[src/rtl/timer_pkg.sv]
// Shared definitions for the bus_timer memory-mapped countdown timer.
// Holds the register offsets selected by ADDR[1:0], the STATUS/CONTROL bit
// positions and the two-state FSM encoding used by the top level.
package timer_pkg;

    // Register offsets (ADDR[1:0])
    localparam logic [1:0] REG_STATUS  = 2'd0;
    localparam logic [1:0] REG_CONTROL = 2'd1;
    localparam logic [1:0] REG_PERIOD  = 2'd2;
    localparam logic [1:0] REG_COUNT   = 2'd3;

    // STATUS bit positions
    localparam int STAT_TO  = 0;
    localparam int STAT_RUN = 1;

    // CONTROL bit positions
    localparam int CTRL_START = 0;
    localparam int CTRL_STOP  = 1;
    localparam int CTRL_CONT  = 2;
    localparam int CTRL_ITO   = 3;

    typedef enum logic {
        T_IDLE    = 1'b0,
        T_RUNNING = 1'b1
    } state_e;

endpackage

[src/rtl/bus_timer_tick_gen.sv]
// tick_gen: prescaler for bus_timer. Counts 0..PRESCALE-1 while en is high
// and raises tick for one cycle when the counter sits on its last value, so the
// consumer sees exactly one tick every PRESCALE clocks after a clear.
// Ports:
//   Clock  - system clock
//   Resetn - asynchronous active-low reset
//   en     - count enable (timer running)
//   clr    - synchronous clear back to 0 (restart)
//   tick   - one-cycle pulse, once per PRESCALE clocks
module tick_gen #(
    parameter int PRESCALE = 50000
) (
    input  logic Clock,
    input  logic Resetn,
    input  logic en,
    input  logic clr,
    output logic tick
);

    localparam int W = (PRESCALE > 1) ? $clog2(PRESCALE) : 1;
    localparam logic [W-1:0] LAST = W'(PRESCALE - 1);

    logic [W-1:0] cnt_q;
    logic [W-1:0] cnt_d;

    // Next prescaler value: held at 0 while disabled or cleared, wraps at LAST
    always_comb begin
        cnt_d = cnt_q;
        if (clr || !en) begin
            cnt_d = '0;
        end else if (cnt_q == LAST) begin
            cnt_d = '0;
        end else begin
            cnt_d = cnt_q + W'(1);
        end
    end

    // Prescaler counter register
    always_ff @(posedge Clock or negedge Resetn) begin
        if (!Resetn) begin
            cnt_q <= '0;
        end else begin
            cnt_q <= cnt_d;
        end
    end

    // Derived from the registered count, so it is a clean single-cycle pulse
    assign tick = en && !clr && (cnt_q == LAST);

endmodule

[src/rtl/bus_timer.sv]
// bus_timer: memory-mapped countdown timer on the processor bus.
// Selected when ADDR[15:12]==BASE; ADDR[1:0] picks STATUS/CONTROL/PERIOD/COUNT.
// Read data is registered (1-clock latency) to match the synchronous inst_mem.
// Optional feature macro: TIMER_IRQ_EN (adds IRQ port and CONTROL.ITO bit).
// Ports:
//   Clock  - system clock
//   Resetn - asynchronous active-low reset
//   ADDR   - processor address
//   DOUT   - processor write data
//   W      - processor write strobe
//   Q      - registered read data
//   IRQ    - registered TO & ITO (only with TIMER_IRQ_EN)
module bus_timer
    import timer_pkg::*;
#(
    parameter logic [3:0] BASE     = 4'h4,
    parameter int         PRESCALE = 50000
) (
    input  logic        Clock,
    input  logic        Resetn,
    input  logic [15:0] ADDR,
    input  logic [15:0] DOUT,
    input  logic        W,
    output logic [15:0] Q
`ifdef TIMER_IRQ_EN
    ,
    output logic        IRQ
`endif
);

    state_e      state_q;
    logic [15:0] count_q;
    logic [15:0] period_q;
    logic        to_q;
    logic        cont_q;
    logic        ito_s;
    logic [15:0] q_q;
    logic [15:0] rdata_d;

    logic        cs_s;
    logic        wr_s;
    logic        rd_s;
    logic [1:0]  sel_s;
    logic        start_s;
    logic        stop_s;
    logic        start_ok_s;
    logic        tick_s;
    logic        timeout_s;
    logic        to_clr_s;
    logic        running_s;
    logic        unused_s;

    assign cs_s      = (ADDR[15:12] == BASE);
    assign wr_s      = cs_s && W;
    assign rd_s      = cs_s && !W;
    assign sel_s     = ADDR[1:0];
    assign running_s = (state_q == T_RUNNING);
    assign unused_s  = ^ADDR[11:2];

    assign start_s    = wr_s && (sel_s == REG_CONTROL) && DOUT[CTRL_START];
    assign stop_s     = wr_s && (sel_s == REG_CONTROL) && DOUT[CTRL_STOP];
    // STOP beats START; START with PERIOD==0 is ignored entirely
    assign start_ok_s = start_s && !stop_s && (period_q != 16'd0);
    assign to_clr_s   = wr_s && (sel_s == REG_STATUS) && DOUT[STAT_TO];
    // Reaching the last count only times out if no STOP/START overrides it
    assign timeout_s  = running_s && tick_s && !stop_s && !start_ok_s && (count_q == 16'd1);

    tick_gen #(
        .PRESCALE(PRESCALE)
    ) u_tick_gen (
        .Clock (Clock),
        .Resetn(Resetn),
        .en    (running_s),
        .clr   (start_ok_s),
        .tick  (tick_s)
    );

`ifdef TIMER_IRQ_EN
    logic ito_q;
    logic irq_q;

    // IRQ enable bit and registered interrupt output
    always_ff @(posedge Clock or negedge Resetn) begin
        if (!Resetn) begin
            ito_q <= 1'b0;
            irq_q <= 1'b0;
        end else begin
            if (wr_s && (sel_s == REG_CONTROL)) begin
                ito_q <= DOUT[CTRL_ITO];
            end
            irq_q <= to_q && ito_q;
        end
    end

    assign ito_s = ito_q;
    assign IRQ   = irq_q;
`else
    assign ito_s = 1'b0;
`endif

    // Read mux for the register selected by ADDR[1:0]
    always_comb begin
        rdata_d = 16'h0000;
        case (sel_s)
            REG_STATUS: begin
                rdata_d[STAT_TO]  = to_q;
                rdata_d[STAT_RUN] = running_s;
            end
            REG_CONTROL: begin
                rdata_d[CTRL_CONT] = cont_q;
                rdata_d[CTRL_ITO]  = ito_s;
            end
            REG_PERIOD: rdata_d = period_q;
            REG_COUNT:  rdata_d = count_q;
            default:    rdata_d = 16'h0000;
        endcase
    end

    // Bus-visible configuration registers and registered read data
    always_ff @(posedge Clock or negedge Resetn) begin
        if (!Resetn) begin
            period_q <= 16'h0000;
            cont_q   <= 1'b0;
            q_q      <= 16'h0000;
        end else begin
            if (wr_s && (sel_s == REG_PERIOD)) begin
                period_q <= DOUT;
            end
            if (wr_s && (sel_s == REG_CONTROL)) begin
                cont_q <= DOUT[CTRL_CONT];
            end
            if (rd_s) begin
                q_q <= rdata_d;
            end
        end
    end

    // Timer FSM: state, countdown value and sticky timeout flag
    always_ff @(posedge Clock or negedge Resetn) begin
        if (!Resetn) begin
            state_q <= T_IDLE;
            count_q <= 16'h0000;
            to_q    <= 1'b0;
        end else begin
            case (state_q)
                T_IDLE: begin
                    if (start_ok_s) begin
                        state_q <= T_RUNNING;
                        count_q <= period_q;
                    end
                end
                T_RUNNING: begin
                    if (stop_s) begin
                        state_q <= T_IDLE;
                    end else if (start_ok_s) begin
                        count_q <= period_q;
                    end else if (timeout_s) begin
                        // Reload uses the PERIOD value in force at this edge
                        if (cont_q && (period_q != 16'd0)) begin
                            count_q <= period_q;
                        end else begin
                            count_q <= 16'h0000;
                            state_q <= T_IDLE;
                        end
                    end else if (tick_s) begin
                        count_q <= count_q - 16'd1;
                    end
                end
                default: begin
                    state_q <= T_IDLE;
                end
            endcase

            // A timeout in the same cycle as a clear keeps TO set
            if (timeout_s) begin
                to_q <= 1'b1;
            end else if (to_clr_s) begin
                to_q <= 1'b0;
            end
        end
    end

    assign Q = q_q;

endmodule

[config.mk]
export PLATFORM = sky130hd
export DESIGN_NAME = bus_timer
export DESIGN_NICKNAME = d
export VERILOG_FILES = /design/src/rtl/timer_pkg.sv /design/src/rtl/bus_timer_tick_gen.sv /design/src/rtl/bus_timer.sv
export SDC_FILE = /design/constraint.sdc
export NUM_CORES = 1
export LEC_CHECK = 0
export ABC_CLOCK_PERIOD_IN_PS = 4000
export CORE_UTILIZATION = 45
export DETAILED_ROUTE_END_ITERATION = 8
export GPL_ROUTABILITY_DRIVEN = 0
export PLACE_DENSITY = 0.75
export SLEW_MARGIN = 15
export SYNTH_ARGS = -nofsm -noshare
export SYNTH_HDL_FRONTEND = slang
export SYNTH_SLANG_ARGS = --single-unit
[constraint.sdc]
create_clock -name Clock -period 4 [get_ports Clock]
set_input_delay 0.4 -clock Clock [delete_from_list [all_inputs] [get_ports Clock]]
set_output_delay 0.4 -clock Clock [all_outputs]
set_load 0.1 [all_outputs]
==> metrics.md, run 1 <==
| Metric | Value |
|---|---|
| Seq cells post-synth | `67` |
| Min Hold Slack | `0.0631 ns` |
| Most frequent cells after synthesis | `dfrtp_1 (67), nand2_1 (42), mux2_2 (32)` |
| Slew @ Worst Pin | `0.979 ns` |
| Tcrit/Tclk final | `between 70 and 80%` |
| Vias in the first global route | `between 2000 and 3000` |
| Reg2reg path depth | `7` |
| Leading area contributor after synthesis | `dfrtp_1` |
| Syn Std Cell Area | `~3500 um2` |
| Kind of critical path | `input pin to flip-flop` |
| Setup Total Neg Slack | `0 ns` |
| First-pass GRT wire length | `13900 um` |
| Die width | `90.5 um` |
| Slew Limit Fails | `0` |
| Unrepaired setup endpoints after global routing | `no` |
| Count leader, synth | `dfrtp_1` |
| Ratio of cells with drive above 1 in the final layout | `17.9%` |
| Warnings, synthesis | `0` |
| Clk sink count | `67` |
| Final ANT Viol Nets | `0` |
| Die Ht | `90.5 um` |
| Drt first pass iters | `4` |
| CTS H-Tree Depth | `3` |
| Worst EP required | `~4.2 ns` |
| VDD IR-drop max | `284 uV` |
| Synth Net Count | `386` |
| Via count | `2858` |
| Pleak | `1.82 nW` |
| Hold Path Class | `input pin to asynchronous set/reset pin` |
| Final hold viol count | `0` |
| Core ar. | `7410 um2` |
| DR WL/cell | `roughly 17 um` |
| Post-CTS Setup Repair Bufs | `0` |
| Num CTS Buffers | `9` |
| Post-synth EDFFs | `0` |
| Initial core utilization | `a little under half` |
| Post-DP HPWL | `5760 um` |
| Avg Inst Size Synth | `10.1 um2` |
| Post-CTS Resized | `0` |
| Tot GR Track Use | `21.4%` |
| Syn Inst Count | `348` |
| Post-Layout Cell Count | `490` |
| IO Pins | `51` |
| Max_cap viols | `0` |
| TritonCTS clock tree | `done` |
| Tot Pwr | `~2.5 mW` |
| Synth top area share | `47.5%` |
| Initial antenna violation count | `0` |
| Post-route minimum period | `roughly 3.0 ns` |
| Synth async-reset ratio | `100%` |
| Root Driver | `clkbuf_8` |
| # DRC | `0` |
| Area of the multi-input gates | `roughly 1700 um2` |
| Post-synth top flop | `dfrtp_1` |
| Area contributors post-synth | `dfrtp_1 (48%), mux2_2 (10%), nand2_1 (4.5%)` |
| CTS Hold Bufs | `0` |
| IO Port Bufs | `40` |
| Largest net degree at the start of global routing | `43` |
| Setup Skew | `0.0128 ns` |
| Power per cell area | `580 nW/um2` |
| CTS Buffer Depth | `2` |
| Row Count | `31` |
| Post-synthesis sequential area ratio | `47.5%` |
| Final nets | `424` |
| Skew-Pair Late Insertion Delay | `about 0.35 ns` |
| Crit end category | `flip-flop` |
| Dpl cells | `roughly 470` |
| Total grt overflow | `0` |
| Startpoint class of the critical path | `input pin` |
| Critical path arrival | `roughly 3.2 ns` |
| Final setup viols | `0` |
| Layout fillers | `639` |
| Relative slew slack | `34.5%` |
| Max Freq | `~340 MHz` |
| Clk slew on worst S/H paths | `0.08 ns` |
| Library cells used by synthesis | `47` |
| Final WL | `8330 um` |
| Register Area | `1680 um2` |
| Peak fanout along the critical path | `32` |
| Syn-to-layout area delta | `21.2%` |
| Number of DRC markers after the initial detailed-route iteration | `238` |
| Via density | `5.83` |
| Status | `finished, final reports clean` |
| Die area | `8200 um2` |
| Antenna cells | `0` |
## layout make-up
type | instances | area share, %
tap | 99 | 2.90
clock inverter | 6 | 3.22
sequential | 67 | 39.2
timing repair buffer | 46 | 10.3
clock buffer | 10 | 2.99
inverter | 14 | 1.23
multi-input combinational | 248 | 40.1
## power breakdown
part           leakage, nW  total [mW]  switching [mW]  internal (mW)
Sequential           0.903       0.936           0.141          0.795
Clock                0.131       0.750           0.271          0.480
Combinational        0.786       0.791           0.510          0.281
## path summary, 6_finish.rpt
path                       slack [ns]                   end                 from
max                              1.04           count_q[13]              ADDR[0]
min                              0.06  u_tick_gen.cnt_q[13]               Resetn
max reg2reg                      1.34           count_q[13]          period_q[3]
min reg2reg                      0.47   u_tick_gen.cnt_q[0]  u_tick_gen.cnt_q[0]
max in group asynchronous        2.97          period_q[14]               Resetn
min in group Clock               0.47   u_tick_gen.cnt_q[0]  u_tick_gen.cnt_q[0]
## worst max-delay path, cell delays in order
cell and delay, ns:
clkdlybuf4s50_1 0.46, buf_4 0.27, nor2b_1 0.30, nand4_2 0.20
o311ai_4 0.25, buf_4 0.26, nand3_2 0.52, a21oi_1 0.36
o22ai_1 0.13
## layer usage
layer  wire, um  vias up  global-route usage (%)
li1           -     1338                       -
met1       3680     1410                    29.1
met2       3950       90                    33.4
met3        515       20                    5.72
met4        184        0                    6.45
met5          0        -                       0
## flip-flops by register name, indices dropped and copies added (netlist names)
register,flops
Q,16
count_q,16
period_q,16
u_tick_gen.cnt_q,16
cont_q,1
running_s,1
to_q,1
## cells in the final DEF, fill, tap and decap left out, types with 9 or more instances in the layout
cell type,count
dfrtp_1,67
nand2_1,42
clkdlybuf4s50_1,39
mux2_2,32
nor2_1,21
o21ai_0,19
inv_1,14
a21oi_1,13
and3_1,12
a32oi_1,12
o21ai_1,12
clkbuf_8,9
## cells by family (layout without fill, tap and decap cells)
logic type | after synthesis | count (layout) | share of synthesized area (%)
AO/OA/AOI/OAI | 80 | 80 | 15.1
AND/OR/NAND/NOR | 121 | 121 | 19.2
buffers and inverters | 33 | 76 | 3.83
XOR/XNOR | 12 | 12 | 2.98
adder cells (fa/ha/maj) | 3 | 3 | 1.06
flip-flops | 67 | 67 | 47.5
multiplexers | 32 | 32 | 10.2
## stage by stage
stage	setup WS, ns	utilization, %	instance area [um2]
3_5_place_dp	0.713	54.1	4010
4_1_cts	1.04	57.7	4270
2_1_floorplan	2.05	-	3530
5_1_grt	0.788	57.7	4270
3_3_place_gp	0.834	54.1	4010
6_report	1.04	57.7	4270
No activity file was read; power rests on OpenSTA's default activity.
==> run 2, diff against run 1 <==
Settings changed: ABC_CLOCK_PERIOD_IN_PS 4000 to 2400, PLACE_DENSITY 0.75 to 0.78.
Clock period 4 ns to 2.4 ns, I/O delays scaled along.
==> run 2 against run 1 <==
Via count up 2.6%; worst hold slack better by 0.34 ns; die area is the same; worst setup slack got worse by 0.94 ns; sequential power up 67%; sequential cell count did not move; non-clock buffer count is 15 higher; combinational power grew 73%; sequential share of layout area decreased by 0.99 points; critical path type is now flip-flop to flip-flop.
==> metrics.md, run 2 (synthesis results as in run 1) <==
| Metric | Value |
|---|---|
| Status | `finished, final reports clean` |
| CTS H-Tree Depth | `3 (unchanged)` |
| Skew-Pair Late Insertion Delay | `0.36 ns (about the same)` |
| Die width | `90.5 um (unchanged)` |
| # DRC | `0 (unchanged)` |
| Via count | `2932 (+2.6%)` |
| Commonest non-fill, non-tap cell in the layout | `dfrtp_1` |
| Core ar. | `7410 um2 (unchanged)` |
| Initial antenna violation count | `0 (unchanged)` |
| Final ANT Viol Nets | `0 (unchanged)` |
| Vias in the first global route | `2874 (+1.4%)` |
| Peak fanout along the critical path | `11 (-66%)` |
| Drt first pass iters | `5 (+1)` |
| Post-route minimum period | `2.30 ns` |
| Placement Cell Area | `4100 um2 (+2.2%)` |
| Worst EP required | `2.69 ns (-1.51 ns)` |
| Slew Limit Fails | `0 (unchanged)` |
| Clk slew on worst S/H paths | `0.08 ns (about the same)` |
| Root Driver | `clkbuf_8` |
| Die area | `8200 um2 (unchanged)` |
| First-pass GRT wire length | `14200 um (+1.6%)` |
| Ratio of cells with drive above 1 in the final layout | `25.3% (+7.4 points)` |
| Max_cap viols | `0 (unchanged)` |
| Finished Cell Area | `4380 um2 (+2.6%)` |
| Hold Path Class | `input pin to asynchronous set/reset pin` |
| Slew @ Worst Pin | `0.555 ns (-0.424 ns)` |
| Final setup viols | `0 (unchanged)` |
| Largest net degree at the start of global routing | `33 (-23%)` |
| Crit end category | `flip-flop` |
| Metal2 WL | `4020 um (+2.0%)` |
| DR WL/cell | `16.5 um (-2.7%)` |
| Number of DRC markers after the initial detailed-route iteration | `210 (-12%)` |
| Final Core Density | `59.2% (+1.5 points)` |
| Tcrit/Tclk final | `95.9%` |
| Num CTS Buffers | `9 (unchanged)` |
| Pleak | `1.94 nW (+6.3%)` |
| VDD IR-drop max | `508 uV (+79%)` |
| IO Port Bufs | `40 (unchanged)` |
| Final hold viol count | `0 (unchanged)` |
| Initial core utilization | `47.6% (unchanged)` |
| Wl on met1 | `3780 um (+2.6%)` |
| Clk sink count | `67 (unchanged)` |
| Final WL | `8370 um (+0.53%)` |
| Antenna cells | `0 (unchanged)` |
| Met3 Wirelength | `476 um (-7.6%)` |
| IO Pins | `51 (unchanged)` |
| Row Count | `31 (unchanged)` |
| Post-CTS Setup Repair Bufs | `0 (unchanged)` |
| Total grt overflow | `0 (unchanged)` |
| Setup Skew | `0.0118 ns (-0.000981 ns)` |
| Post-DP HPWL | `5900 um (+2.5%)` |
| Most frequent cells in the layout | `dfrtp_1 (67), nand2_1 (42), buf_4 (34)` |
| Tot GR Track Use | `21.5% (+0.075 points)` |
| Top routing layer in use | `met4` |
| Kind of critical path | `flip-flop to flip-flop` |
| Final nets | `440 (+3.8%)` |
| Syn-to-layout area delta | `24.3%` |
| Die Ht | `90.5 um (unchanged)` |
| Critical path arrival | `2.59 ns (-0.58 ns)` |
| Power per cell area | `933 nW/um2 (+61%)` |
| Via density | `5.79 (-0.65%)` |
| Max Freq | `435 MHz` |
| Unrepaired setup endpoints after global routing | `no` |
| Startpoint class of the critical path | `flip-flop` |
| TritonCTS clock tree | `done` |
| CTS Buffer Depth | `2 (unchanged)` |
| Relative slew slack | `63.0% (+28 points)` |
==> run 2: area by class of cell <==
class,count,area [um2]
Tap cell,99,124
Timing Repair Buffer,61,541
Inverter,14,52.6
Clock buffer,9,124
Multi-Input combinational cell,249,1740
Fill cell,623,3020
Sequential cell,67,1680
Clock inverter,7,125
==> run 2: power by group <==
group / internal [mW] / total (mW) / switching, mW
clock: 0.699 / 1.17 / 0.469
sequential: 1.32 / 1.56 / 0.232
combinational: 0.501 / 1.37 / 0.865
total: 2.52 / 4.09 / 1.57
==> run 2: worst max-delay path: stages (launching register included) <==
cell     delay (ns)
dfrtp_1        0.45
nor4_1         0.49
and4_1         0.35
o31ai_4        0.13
nor2_2         0.46
a32oi_1        0.19
o21ai_1        0.15
==> run 2: path summary, 6_finish.rpt <==
| path | from | to | slack (ns) | cells past startpoint |
|---|---|---|---|---|
| max in group asynchronous | Resetn | period_q[4] | 1.29 | 3 |
| min in group Clock | u_tick_gen.cnt_q[0] | u_tick_gen.cnt_q[0] | 0.46 | 1 |
| worst max register to register | period_q[5] | count_q[10] | 0.1 | 6 |
| worst min-delay path | Resetn | count_q[1] | 0.40 | 2 |
| worst min register to register | u_tick_gen.cnt_q[0] | u_tick_gen.cnt_q[0] | 0.46 | 1 |
| worst max-delay path | period_q[5] | count_q[10] | 0.1 | 6 |
==> run 2: metal layers <==
layer | track usage, % | up-vias
met3 | 4.88 | 14
met2 | 33.8 | 102
met5 | 0 | -
met4 | 5.91 | 0
met1 | 29.7 | 1445
li1 | - | 1371
==> run 2: through the flow <==
stage | hold slack [ns] | instances | TNS (ns) | total power [mW] | setup WS, ns
after floorplan | -0.0556 | 348 | 0 | 2.50 | 0.445
final | 0.404 | 506 | 0 | 4.09 | 0.0994
after CTS | 0.427 | 505 | 0 | 4.08 | 0.0767
after global routing | 0.460 | 506 | 0 | 4.29 | 0.0225
after detailed placement | 0.263 | 488 | -1.94 | 2.91 | -0.164
after global placement | 0.253 | 488 | -0.921 | 2.86 | -0.0858
==> run 2: timing repair <==
action,CTS,global route
gates cloned,0,1
resized for setup,1,2
hold buffers,1,0
endpoints found under the setup margin,15,16
pin swaps,0,1
endpoints found under the hold margin,23,0
